$ cat src/rtl/booth_product_accumulator.sv
// ----------------------------------------------------------------------------
// booth_product_accumulator
//
// Sums N_TERMS consecutive signed products from the Booth multiplier into one
// signed dot-product result. Products arrive over a valid/ready handshake and
// each result is held on a valid/ready output port until it is taken.
//
// Build option:
//   BOOTH_ACC_SAT_EN  defined   -> accumulator saturates on signed overflow
//                     undefined -> accumulator wraps modulo 2^ACC_W
//   out_ovf behaves the same in both builds.
//
// Ports:
//   clk        in   sole clock, rising edge
//   rst        in   asynchronous, active-high reset
//   in_valid   in   product present on product
//   in_ready   out  block can accept a product (decoded from state)
//   product    in   PROD_W signed product
//   out_valid  out  result present on out_data/out_ovf (registered)
//   out_ready  in   consumer takes the result
//   out_data   out  ACC_W signed sum of N_TERMS products (registered)
//   out_ovf    out  signed overflow seen while forming this result
// ----------------------------------------------------------------------------
module booth_product_accumulator #(
    parameter int PROD_W  = 8,
    parameter int ACC_W   = 10,
    parameter int N_TERMS = 8
) (
    input  logic                     clk,
    input  logic                     rst,
    input  logic                     in_valid,
    output logic                     in_ready,
    input  logic signed [PROD_W-1:0] product,
    output logic                     out_valid,
    input  logic                     out_ready,
    output logic signed [ACC_W-1:0]  out_data,
    output logic                     out_ovf
);

    // state  | meaning
    // S_ACC  | accepting products, accumulating the current block
    // S_HOLD | result presented, waiting for out_ready

    localparam int CNT_W = $clog2(N_TERMS + 1);

    typedef enum logic {S_ACC = 1'b0, S_HOLD = 1'b1} state_t;

    state_t                  state, state_nxt;
    logic signed [ACC_W-1:0] acc, acc_nxt;
    logic [CNT_W-1:0]        cnt;
    logic                    ovf;
    logic                    accept;
    logic                    last_term;
    logic                    term_ovf;
    logic [ACC_W:0]          sum;

    assign accept    = in_valid && (state == S_ACC);
    assign last_term = (cnt == CNT_W'(N_TERMS - 1));

    // One guard bit: the sum overflowed ACC_W when the guard bit and the
    // ACC_W sign bit disagree; the guard bit then holds the true sign.
    always_comb begin
        sum = {acc[ACC_W-1], acc}
            + {{(ACC_W + 1 - PROD_W){product[PROD_W-1]}}, product};
        term_ovf = sum[ACC_W] ^ sum[ACC_W-1];
`ifdef BOOTH_ACC_SAT_EN
        if (term_ovf) begin
            acc_nxt = sum[ACC_W] ? {1'b1, {(ACC_W - 1){1'b0}}}
                                 : {1'b0, {(ACC_W - 1){1'b1}}};
        end else begin
            acc_nxt = sum[ACC_W-1:0];
        end
`else
        acc_nxt = sum[ACC_W-1:0];
`endif
    end

    always_ff @(posedge clk or posedge rst) begin
        if (rst) begin
            state <= S_ACC;
        end else begin
            state <= state_nxt;
        end
    end

    always_comb begin
        state_nxt = state;
        in_ready  = 1'b0;
        case (state)
            S_ACC: begin
                in_ready = 1'b1;
                if (accept && last_term) begin
                    state_nxt = S_HOLD;
                end
            end
            S_HOLD: begin
                if (out_ready) begin
                    state_nxt = S_ACC;
                end
            end
            default: state_nxt = S_ACC;
        endcase
    end

    always_ff @(posedge clk or posedge rst) begin
        if (rst) begin
            acc       <= '0;
            cnt       <= '0;
            ovf       <= 1'b0;
            out_valid <= 1'b0;
            out_data  <= '0;
            out_ovf   <= 1'b0;
        end else if (accept) begin
            if (last_term) begin
                out_data  <= acc_nxt;
                out_ovf   <= ovf | term_ovf;
                out_valid <= 1'b1;
                acc       <= '0;
                cnt       <= '0;
                ovf       <= 1'b0;
            end else begin
                acc <= acc_nxt;
                cnt <= cnt + CNT_W'(1);
                ovf <= ovf | term_ovf;
            end
        end else if (state == S_HOLD && out_ready) begin
            out_valid <= 1'b0;
        end
    end

endmodule

$ cat config.mk
export PLATFORM = sky130hd
export DESIGN_NAME = booth_product_accumulator
export DESIGN_NICKNAME = d
export VERILOG_FILES = /design/src/rtl/booth_product_accumulator.sv
export SDC_FILE = /design/constraint.sdc
export NUM_CORES = 1
export LEC_CHECK = 0
export CORE_ASPECT_RATIO = 1.4
export CORE_MARGIN = 2
export CORE_UTILIZATION = 46
export DETAILED_ROUTE_END_ITERATION = 16
export GPL_TIMING_DRIVEN = 0
export HOLD_SLACK_MARGIN = 0.05
export PLACE_DENSITY = 0.71
export SETUP_SLACK_MARGIN = 0.15
export SLEW_MARGIN = 30
export SYNTH_ARGS = -nofsm -noshare
export SYNTH_HDL_FRONTEND = slang
export SYNTH_SLANG_ARGS = --single-unit
export TNS_END_PERCENT = 100
$ cat constraint.sdc
create_clock -name clk -period 3.1 [get_ports clk]
set_input_delay 0.465 -clock clk [delete_from_list [all_inputs] [get_ports clk]]
set_output_delay 0.465 -clock clk [all_outputs]
set_load 0.05 [all_outputs]
==> results of run 1 <==
-- metal layers --
layer | up-vias | GRT usage (%) | wire, um
met4 | 0 | 8.55 | 86
met2 | 27 | 34.2 | 1680
met1 | 571 | 23.8 | 1320
met3 | 8 | 2.88 | 97
met5 | - | 0 | 0
li1 | 586 | - | -
-- sequential cells by signal, summed over array words and instances (netlist names) --
register,cells
acc,10
out_data,10
cnt,4
out_ovf,1
out_valid,1
ovf,1
state,1
-- worst min-delay path, delay by kind of cell, from the launching register on --
family	cells	cell delay, ns
flip-flops	1	0.35
AO/OA/AOI/OAI	1	0.06
AND/OR/NAND/NOR	1	0.04
-- cell usage after synthesis, types with 2 or more instances --
cell type / number
nand2_1: 29
dfrtp_1: 28
o21ai_0: 13
ha_1: 11
a21oi_1: 10
xnor2_1: 7
mux2_2: 6
nor2_1: 6
nand3_1: 5
a22o_1: 4
inv_1: 4
o31ai_1: 3
xor2_1: 3
a211oi_2: 2
a21o_1: 2
a21oi_2: 2
clkbuf_1: 2
nor2b_1: 2
-- per-stage QoR --
step | hold WS (ns) | setup slack, ns | std cells | total power, W | cell area (um^2)
floorplan | 0.443 | 1.05 | 152 | 0.00158 | 1530
global placement | 0.459 | 0.484 | 215 | 0.00188 | 1820
detailed placement | 0.468 | 0.488 | 215 | 0.00193 | 1820
CTS | 0.492 | 0.770 | 219 | 0.00222 | 1890
global route | 0.525 | 0.658 | 219 | 0.00238 | 1890
finish | 0.485 | 0.776 | 219 | 0.00220 | 1890
-- cell type report --
type / instances / area (um^2) / area share, %
Multi-Input combinational cell: 117 / 800 / 42.2
Sequential cell: 28 / 701 / 37.0
Timing Repair Buffer: 24 / 240 / 12.7
Tap cell: 39 / 48.8 / 2.58
Clock buffer: 3 / 41.3 / 2.18
Clock inverter: 1 / 30.0 / 1.59
Buffer: 3 / 18.8 / 0.991
Inverter: 4 / 15.0 / 0.793
-- power breakdown --
group	total (W)	leakage, nW	switching (W)	internal [W]
combinational	0.00127	0.476	0.000765	0.000505
sequential	0.000648	0.346	0.000109	0.000539
clock	0.000286	0.0357	0.000113	0.000173
total	0.00220	0.858	0.000987	0.00122
-- logic make-up (layout without fill, tap and decap cells) --
| family | after synthesis | in the layout |
|---|---|---|
| DFF | 28 | 28 |
| muxes | 6 | 6 |
| buffers and inverters | 7 | 35 |
| and+or+nand+nor | 49 | 49 |
| adders and majority gates | 12 | 12 |
| xor gates and xnor gates | 10 | 10 |
| AOI/OAI and AO/OA | 40 | 40 |
-- final timing paths --
path	startpoint	endpoint	depth (start not counted)
max reg2reg	acc[0]$_DFFE_PP0P_	out_data[6]$_DFFE_PP0P_	7
max	product[0]	out_data[6]$_DFFE_PP0P_	8
min in group asynchronous	rst	out_valid$_DFFE_PP0P_	2
min	out_data[9]$_DFFE_PP0P_	out_data[9]$_DFFE_PP0P_	2
max in group asynchronous	rst	out_ovf$_DFFE_PP0P_	2
min reg2reg	out_data[9]$_DFFE_PP0P_	out_data[9]$_DFFE_PP0P_	2
==> impl_metrics.ini, run 1 <==
[cts]
clock-sinks = 28
clock_latency_ns = 0.27
postCtsSetupBuffers = 0
htreeDepth = 1
clk_pin_slew_ns = 0.10
post_cts_resized = 0
root_buffer = clkbuf_8
cts_hold_buffers = 0
clock_path_buffers = 2
cts_tree = done
numCtsBuffers = 3

[die]
num_rows = 24
start_util_pct = 48.7
pin_count = 25
die-width_um = 52.8
die_y_um = 72.3
coreArea_mm2 = 0.00315
die_area_mm2 = 0.00382

[routing]
drtIter0Drc = 31
drt_pass1_iterations = 4
via_per_inst = 5.44
drcViolationCount = 0
wl_per_cell_um = 14.5
ant_nets = 0
vias = 1192
routed_wl_um = 3180

[synthesis]
synth_fa_ha_area_share_pct = 10.3
synth_top_area_cell = dfrtp_1
synth_top_family_by_area = compound AO/OA/AOI/OAI gates
synth-compound-area-share_pct = 17.5
synthMuxAreaShare_pct = 4.40
synth_xor_area_share_pct = 5.71
yosys.area.top_type_share_pct = 45.7
synth_area_leaders = dfrtp_1 46%, ha_1 9.0%, nand2_1 7.1%
syn_nets = 176
avgSynthCellArea_um2 = 10.1
ys_types = 31
synthFlopType = dfrtp_1
synth-seq-cells = 28
synth_simple_gate_area_share_pct = 14.2
ys_warn_count = 0
syn_area_mm2 = 0.00153
syn_inst = 152
ys_seq_area_share_pct = 45.7
async_reset_ff_share_pct = 100
synth-edff-count = 0

[power_and_ir_drop]
peakVddDrop_mv = 0.564
power-per-cell-area_mw_per_mm2 = 1160
p_leak_nw = 0.858

[layout]
n_fill_cell = 286
final_common_cell = nand2_1
fin_util_pct = 60.1
antennaDiodeCount = 0
synthToLayoutAreaGrowth_pct = 23.5
layout.nets = 205
drive_above_1_share_pct = 12.8
layout_common_cells = 29 x nand2_1, 28 x dfrtp_1, 24 x clkdlybuf4s50_1, 13 x o21ai_0, 11 x ha_1

[run_status]
status = finished clean

[sta]
fin_crit_sh_pct = 75.0
worstMarginPinSlew_ns = 0.579
setup_viol = 0
finalMaxSlewViolations = 0
fin_setup_tns_ns = 0
max_freq_ghz = 0.430
slew_headroom_pct = 61.3
rsz0062_at_grt = no
min_period_ns = 2.32
skew_ns = 0.00631
hold_viol_final = 0

[grt]
grt_overflow = 0
antenna_found_initial = 0
grt_max_degree = 29
grt.total_usage_pct = 19.7
grt_pass1_vias = 1243
grt_pass1_wl_um = 5690

[placed_design]
gp_congestion = 0.801
place_hpwl_um = 2490
io_buffer_count = 24

[worst_setup_path]
r2r_slack_ns = 0.99
start_kind = input pin
path_class = input pin to flip-flop
critPathTopFamily = compound AO/OA/AOI/OAI gates
crit_buf_inv = 1
crit_chain = clkdlybuf4s50_1 > ha_1 > fa_1 > a211oi_2 > o21bai_2 > a21oi_1 > xor2_1 > o21ai_0
crit_slowest_cell = fa_1
critical_path_required_ns = 3.25
critPathMaxStageDelay_ns = 0.45
path_max_fanout = 3
critPathArrivalTime_ns = 2.48
end_kind = flip-flop

[worst_hold_path]
worst_hold_path_type = flip-flop to flip-flop

[job]
cap_violations = 0
No activity file was read; power rests on OpenSTA's default activity.
==> inputs of run 2 (changes only) <==
--- a/config.mk
+++ b/config.mk
@@ -11,7 +11,7 @@
 export DETAILED_ROUTE_END_ITERATION = 16
 export GPL_TIMING_DRIVEN = 0
 export HOLD_SLACK_MARGIN = 0.05
-export PLACE_DENSITY = 0.71
+export PLACE_DENSITY = 0.74
 export SETUP_SLACK_MARGIN = 0.15
 export SLEW_MARGIN = 30
 export SYNTH_ARGS = -nofsm -noshare
==> constraint.sdc (replaced) <==
create_clock -name clk -period 1.97 [get_ports clk]
set_input_delay 0.2955 -clock clk [delete_from_list [all_inputs] [get_ports clk]]
set_output_delay 0.2955 -clock clk [all_outputs]
set_load 0.05 [all_outputs]
==> impl_metrics.ini, run 2 (synthesis results as in run 1) <==
[run_status]
status = finished with violations
violations = negative setup slack

[grt]
grt_overflow = 0
grt_pass1_wl_um = 6100
grt.total_usage_pct = 21.1
grt_pass1_vias = 1344
grt_max_degree = 29
antenna_found_initial = 0

[power_and_ir_drop]
p_sw_w = 0.00184
peakVddDrop_mv = 1.41
p_leak_nw = 0.947
seqPwrFrac_pct = 26.0
swShare_pct = 45.2
p_int_w = 0.00224
finalPower_w = 0.00408
p_clk_share_pct = 11.1
power-per-cell-area_mw_per_mm2 = 1900
comb_power_share_pct = 62.8

[sta]
setup_ws_ns = -0.0346
setup_viol = 4
min_period_ns = 2.00
slew_headroom_pct = 60.8
hold_viol_final = 0
rsz0062_at_grt = yes
worstMarginPinSlew_ns = 0.588
finalMaxSlewViolations = 0
fin_crit_sh_pct = 102
skew_ns = 0.00226
whs_ns = 0.385
max_freq_ghz = 0.499

[layout]
reg_top3 = acc x10, out_data x10, cnt x4
fin_util_pct = 67.9
final_common_cell = nand2_1
antennaDiodeCount = 0
synthToLayoutAreaGrowth_pct = 39.6
design_area_mm2 = 0.00214
n_fill_cell = 242
layout_common_cells = 29 x nand2_1, 28 x dfrtp_1, 20 x clkdlybuf4s50_1, 10 x o21ai_0
drive_above_1_share_pct = 27.8
layout.nets = 212

[die]
coreArea_mm2 = 0.00315
die_y_um = 72.3
pin_count = 25
start_util_pct = 48.7
num_rows = 24
die_area_mm2 = 0.00382
die-width_um = 52.8

[placed_design]
dpl_cell_area_mm2 = 0.00183
io_buffer_count = 24
place_hpwl_um = 2540
place_ws_ns = -0.390
gp_congestion = 0.772

[routing]
ant_nets = 0
vias = 1267
via_per_inst = 5.61
drt_pass1_iterations = 4
drtIter0Drc = 47
drcViolationCount = 0
routed_wl_um = 3910
wl_per_cell_um = 17.3

[worst_setup_path]
critPathArrivalTime_ns = 2.18
r2r_start = acc[0]$_DFFE_PP0P_
end_kind = flip-flop
cp-startpoint = acc[0]$_DFFE_PP0P_
path_max_fanout = 2
critical_path_required_ns = 2.14
path_class = flip-flop to flip-flop
start_kind = flip-flop

[cts]
clk_pin_slew_ns = 0.09
clock-sinks = 28
clock_latency_ns = 0.28
root_buffer = clkbuf_8
numCtsBuffers = 3
htreeDepth = 1
cts_tree = done
clock_path_buffers = 2
cts_hold_buffers = 0

[job]
cap_violations = 0

[worst_hold_path]
worst_hold_path_type = input pin to asynchronous set/reset pin
run 2: area by class of cell:
type / count / area [um^2] / area share, %
buffer: 3 / 20.0 / 0.935
clock buffer: 3 / 41.3 / 1.93
clock inverter: 1 / 30.0 / 1.40
inverter: 4 / 15.0 / 0.701
multi-input combinational: 117 / 987 / 46.1
sequential: 28 / 701 / 32.7
tap: 39 / 48.8 / 2.28
timing repair buffer: 31 / 299 / 14.0
run 2: critical path, stage by stage, from the launching register on:
cell and delay (ns):
dfrtp_1 0.40, ha_2 0.21, fa_2 0.38, a211oi_4 0.26
o21bai_2 0.13, o21ai_2 0.14, xnor2_1 0.10, mux2_4 0.28
run 2: metrics by stage:
stage	cells	setup TNS (ns)
global placement	215	-2.91
detailed placement	215	-3.40
global route	226	-0.443
finish	226	-0.0982
floorplan	152	0
CTS	222	-0.135
run 2: power by group through the flow:
stage / clock network [W] / registers, W / logic (W)
6_report: 0.000454 / 0.00106 / 0.00256
2_1_floorplan: 0 / 0.00139 / 0.00111
3_3_place_gp: 0 / 0.00102 / 0.00195
3_5_place_dp: 0 / 0.00104 / 0.00201
4_1_cts: 0.000457 / 0.00103 / 0.00215
5_1_grt: 0.000482 / 0.00110 / 0.00274
run 2: per-layer routing:
layer	vias up	GRT usage [%]	share of wire, %
li1	601	-	-
met1	633	25.6	39
met2	24	38.2	57
met3	9	1.85	2.5
met4	0	7.41	1.6
met5	-	0	0
run 2: repair_timing:
item | CTS | global route
endpoints found under the hold margin | 0 | 0
buffers inserted | 3 | 4
pin swaps | 14 | 14
gates resized for setup | 11 | 30
endpoints found under the setup margin | 13 | 17
cloned | 0 | 0
run 2: path summary, 6_finish.rpt:
| kind | to | slack, ns | cells after the start |
|---|---|---|---|
| setup / recovery | out_data[8]$_DFFE_PP0P_ | -0.03 | 7 |
| hold / removal | cnt[3]$_DFFE_PP0P_ | 0.39 | 2 |
| setup reg to reg | out_data[8]$_DFFE_PP0P_ | -0.03 | 7 |
| hold reg to reg | out_data[9]$_DFFE_PP0P_ | 0.49 | 2 |
| max in group asynchronous | ovf$_DFFE_PP0P_ | 1.19 | 2 |
| min in group clk | out_data[9]$_DFFE_PP0P_ | 0.49 | 2 |
==> inputs of run 3 (changes only) <==
--- a/config.mk
+++ b/config.mk
@@ -11,7 +11,7 @@
 export DETAILED_ROUTE_END_ITERATION = 16
 export GPL_TIMING_DRIVEN = 0
 export HOLD_SLACK_MARGIN = 0.05
-export PLACE_DENSITY = 0.74
+export PLACE_DENSITY = 0.77
 export SETUP_SLACK_MARGIN = 0.15
 export SLEW_MARGIN = 30
 export SYNTH_ARGS = -nofsm -noshare
==> impl_metrics.ini, run 3 (synthesis results as in run 1) <==
[placed_design]
placed_cells = 215
place_ws_ns = -0.442
gp_congestion = 0.899
dpl_cell_area_mm2 = 0.00183
io_buffer_count = 24
place_hpwl_um = 2550

[sta]
setup_ws_ns = 0.0146
skew_ns = 0.00296
worstMarginPinSlew_ns = 0.602
slew_headroom_pct = 59.8
finalMaxSlewViolations = 0
rsz0062_at_grt = yes
min_period_ns = 1.96
hold_viol_final = 0
setup_viol = 0
max_freq_ghz = 0.511
fin_crit_sh_pct = 99.3

[power_and_ir_drop]
power-per-cell-area_mw_per_mm2 = 1860
comb_power_share_pct = 60.9
peakVddDrop_mv = 1.01
p_int_w = 0.00214
finalPower_w = 0.00389
swShare_pct = 45.0
seqPwrFrac_pct = 27.2
p_leak_nw = 0.913
p_clk_share_pct = 11.9
p_sw_w = 0.00175

[worst_setup_path]
r2r-end = out_data[4]$_DFFE_PP0P_
critPathMaxStageDelay_ns = 0.40
reg2reg_depth = 7
start_kind = flip-flop
path_class = flip-flop to flip-flop
r2r_start = acc[0]$_DFFE_PP0P_
crit_slowest_cell = dfrtp_1
end_kind = flip-flop
critPathArrivalTime_ns = 2.13
crit_chain = ha_2 > fa_2 > buf_4 > a21o_1 > a21oi_2 > xnor2_1 > mux2_2
path_max_fanout = 2
critical_path_required_ns = 2.15
r2r_slack_ns = 0.01

[layout]
final_common_cell = nand2_1
fin_util_pct = 66.2
layout.nets = 209
design_area_mm2 = 0.00209
drive_above_1_share_pct = 23.9
reg_top3 = acc x10, out_data x10, cnt x4
layout_common_cells = 29 x nand2_1, 28 x dfrtp_1, 19 x clkdlybuf4s50_1, 11 x o21ai_0
synthToLayoutAreaGrowth_pct = 36.1
stdcell_count = 223
antennaDiodeCount = 0

[cts]
clk_pin_slew_ns = 0.10
clock_path_buffers = 2
numCtsBuffers = 3
cts_tree = done
root_buffer = clkbuf_8
clock-sinks = 28
cts_hold_buffers = 0
htreeDepth = 1
clock_latency_ns = 0.28

[die]
start_util_pct = 48.7
die-width_um = 52.8
num_rows = 24
die_y_um = 72.3
coreArea_mm2 = 0.00315
die_area_mm2 = 0.00382
pin_count = 25

[routing]
routed_wl_um = 3680
drtIter0Drc = 23
vias = 1266
via_per_inst = 5.68
drt_pass1_iterations = 4
wl_per_cell_um = 16.5
ant_nets = 0
drcViolationCount = 0

[grt]
grt_overflow = 0
grt_pass1_vias = 1308
grt_max_degree = 29
antenna_found_initial = 0
grt.total_usage_pct = 20.5
grt_pass1_wl_um = 5870

[run_status]
status = finished clean

[job]
cap_violations = 0

[worst_hold_path]
worst_hold_path_type = input pin to asynchronous set/reset pin
-- run 3: changes by cell type in the layout (fill, tap and decap cells not counted), sizes merged --
| cell | delta |
|---|---|
| buf | -3 |
| clkdlybuf4s50 | -1 |
| dlymetal6s2s | +1 |
-- run 3: worst max path at each step --
| stage | start | to | cells past startpoint |
|---|---|---|---|
| CTS | acc[0]$_DFFE_PP0P_ | acc[6]$_DFFE_PP0P_ | 7 |
| floorplan | acc[0]$_DFFE_PP0P_ | out_data[8]$_DFFE_PP0P_ | 7 |
| global route | acc[0]$_DFFE_PP0P_ | out_data[6]$_DFFE_PP0P_ | 7 |
| finish | acc[0]$_DFFE_PP0P_ | out_data[4]$_DFFE_PP0P_ | 7 |
| global placement | product[0] | out_data[6]$_DFFE_PP0P_ | 8 |
| detailed placement | product[0] | out_data[6]$_DFFE_PP0P_ | 8 |
-- run 3: worst max-delay path: cells and delay by family, from the launching register on --
kind | cells | cell delay [ns]
fa+ha+maj | 2 | 0.59
flops | 1 | 0.40
compound gates | 2 | 0.33
mux | 1 | 0.27
buf+inv | 1 | 0.16
xor+xnor | 1 | 0.11
-- run 3: cell type report --
class | instances | area, um^2
Tap cell | 39 | 48.8
Clock buffer | 3 | 41.3
Fill cell | 254 | 1060
Clock inverter | 1 | 30.0
Buffer | 3 | 18.8
Sequential cell | 28 | 701
Timing Repair Buffer | 28 | 275
Multi-Input combinational cell | 117 | 958
Inverter | 4 | 15.0
-- run 3: per-stage QoR --
step                TNS, ns  hold slack (ns)
global placement      -2.95            0.459
finish                    0            0.393
floorplan                 0            0.361
global route         -0.216            0.465
detailed placement    -3.48            0.472
CTS                 -0.0318            0.410
-- run 3: per-layer routing --
| metal | track usage, % | vias up | share of wire (%) | wire (um) |
|---|---|---|---|---|
| met5 | 0 | - | 0 | 0 |
| met4 | 7.12 | 0 | 2.9 | 106 |
| met3 | 2.67 | 11 | 3.0 | 111 |
| met2 | 36.7 | 35 | 54 | 2000 |
| met1 | 24.8 | 626 | 40 | 1460 |
| li1 | - | 594 | - | - |
-- run 3: power by group through the flow --
stage               clock [W]  sequential [W]  combinational [W]
floorplan                   0         0.00139            0.00111
global placement            0         0.00102            0.00194
detailed placement          0         0.00104            0.00201
CTS                  0.000467         0.00103            0.00205
global route         0.000488         0.00109            0.00258
finish               0.000463         0.00106            0.00237
-- run 3: what timing repair did --
item / 4_1_cts / 5_1_grt
setup buffers: 1 / 3
resized for setup: 6 / 25
pin swaps: 13 / 8
endpoints found under the setup margin: 11 / 14
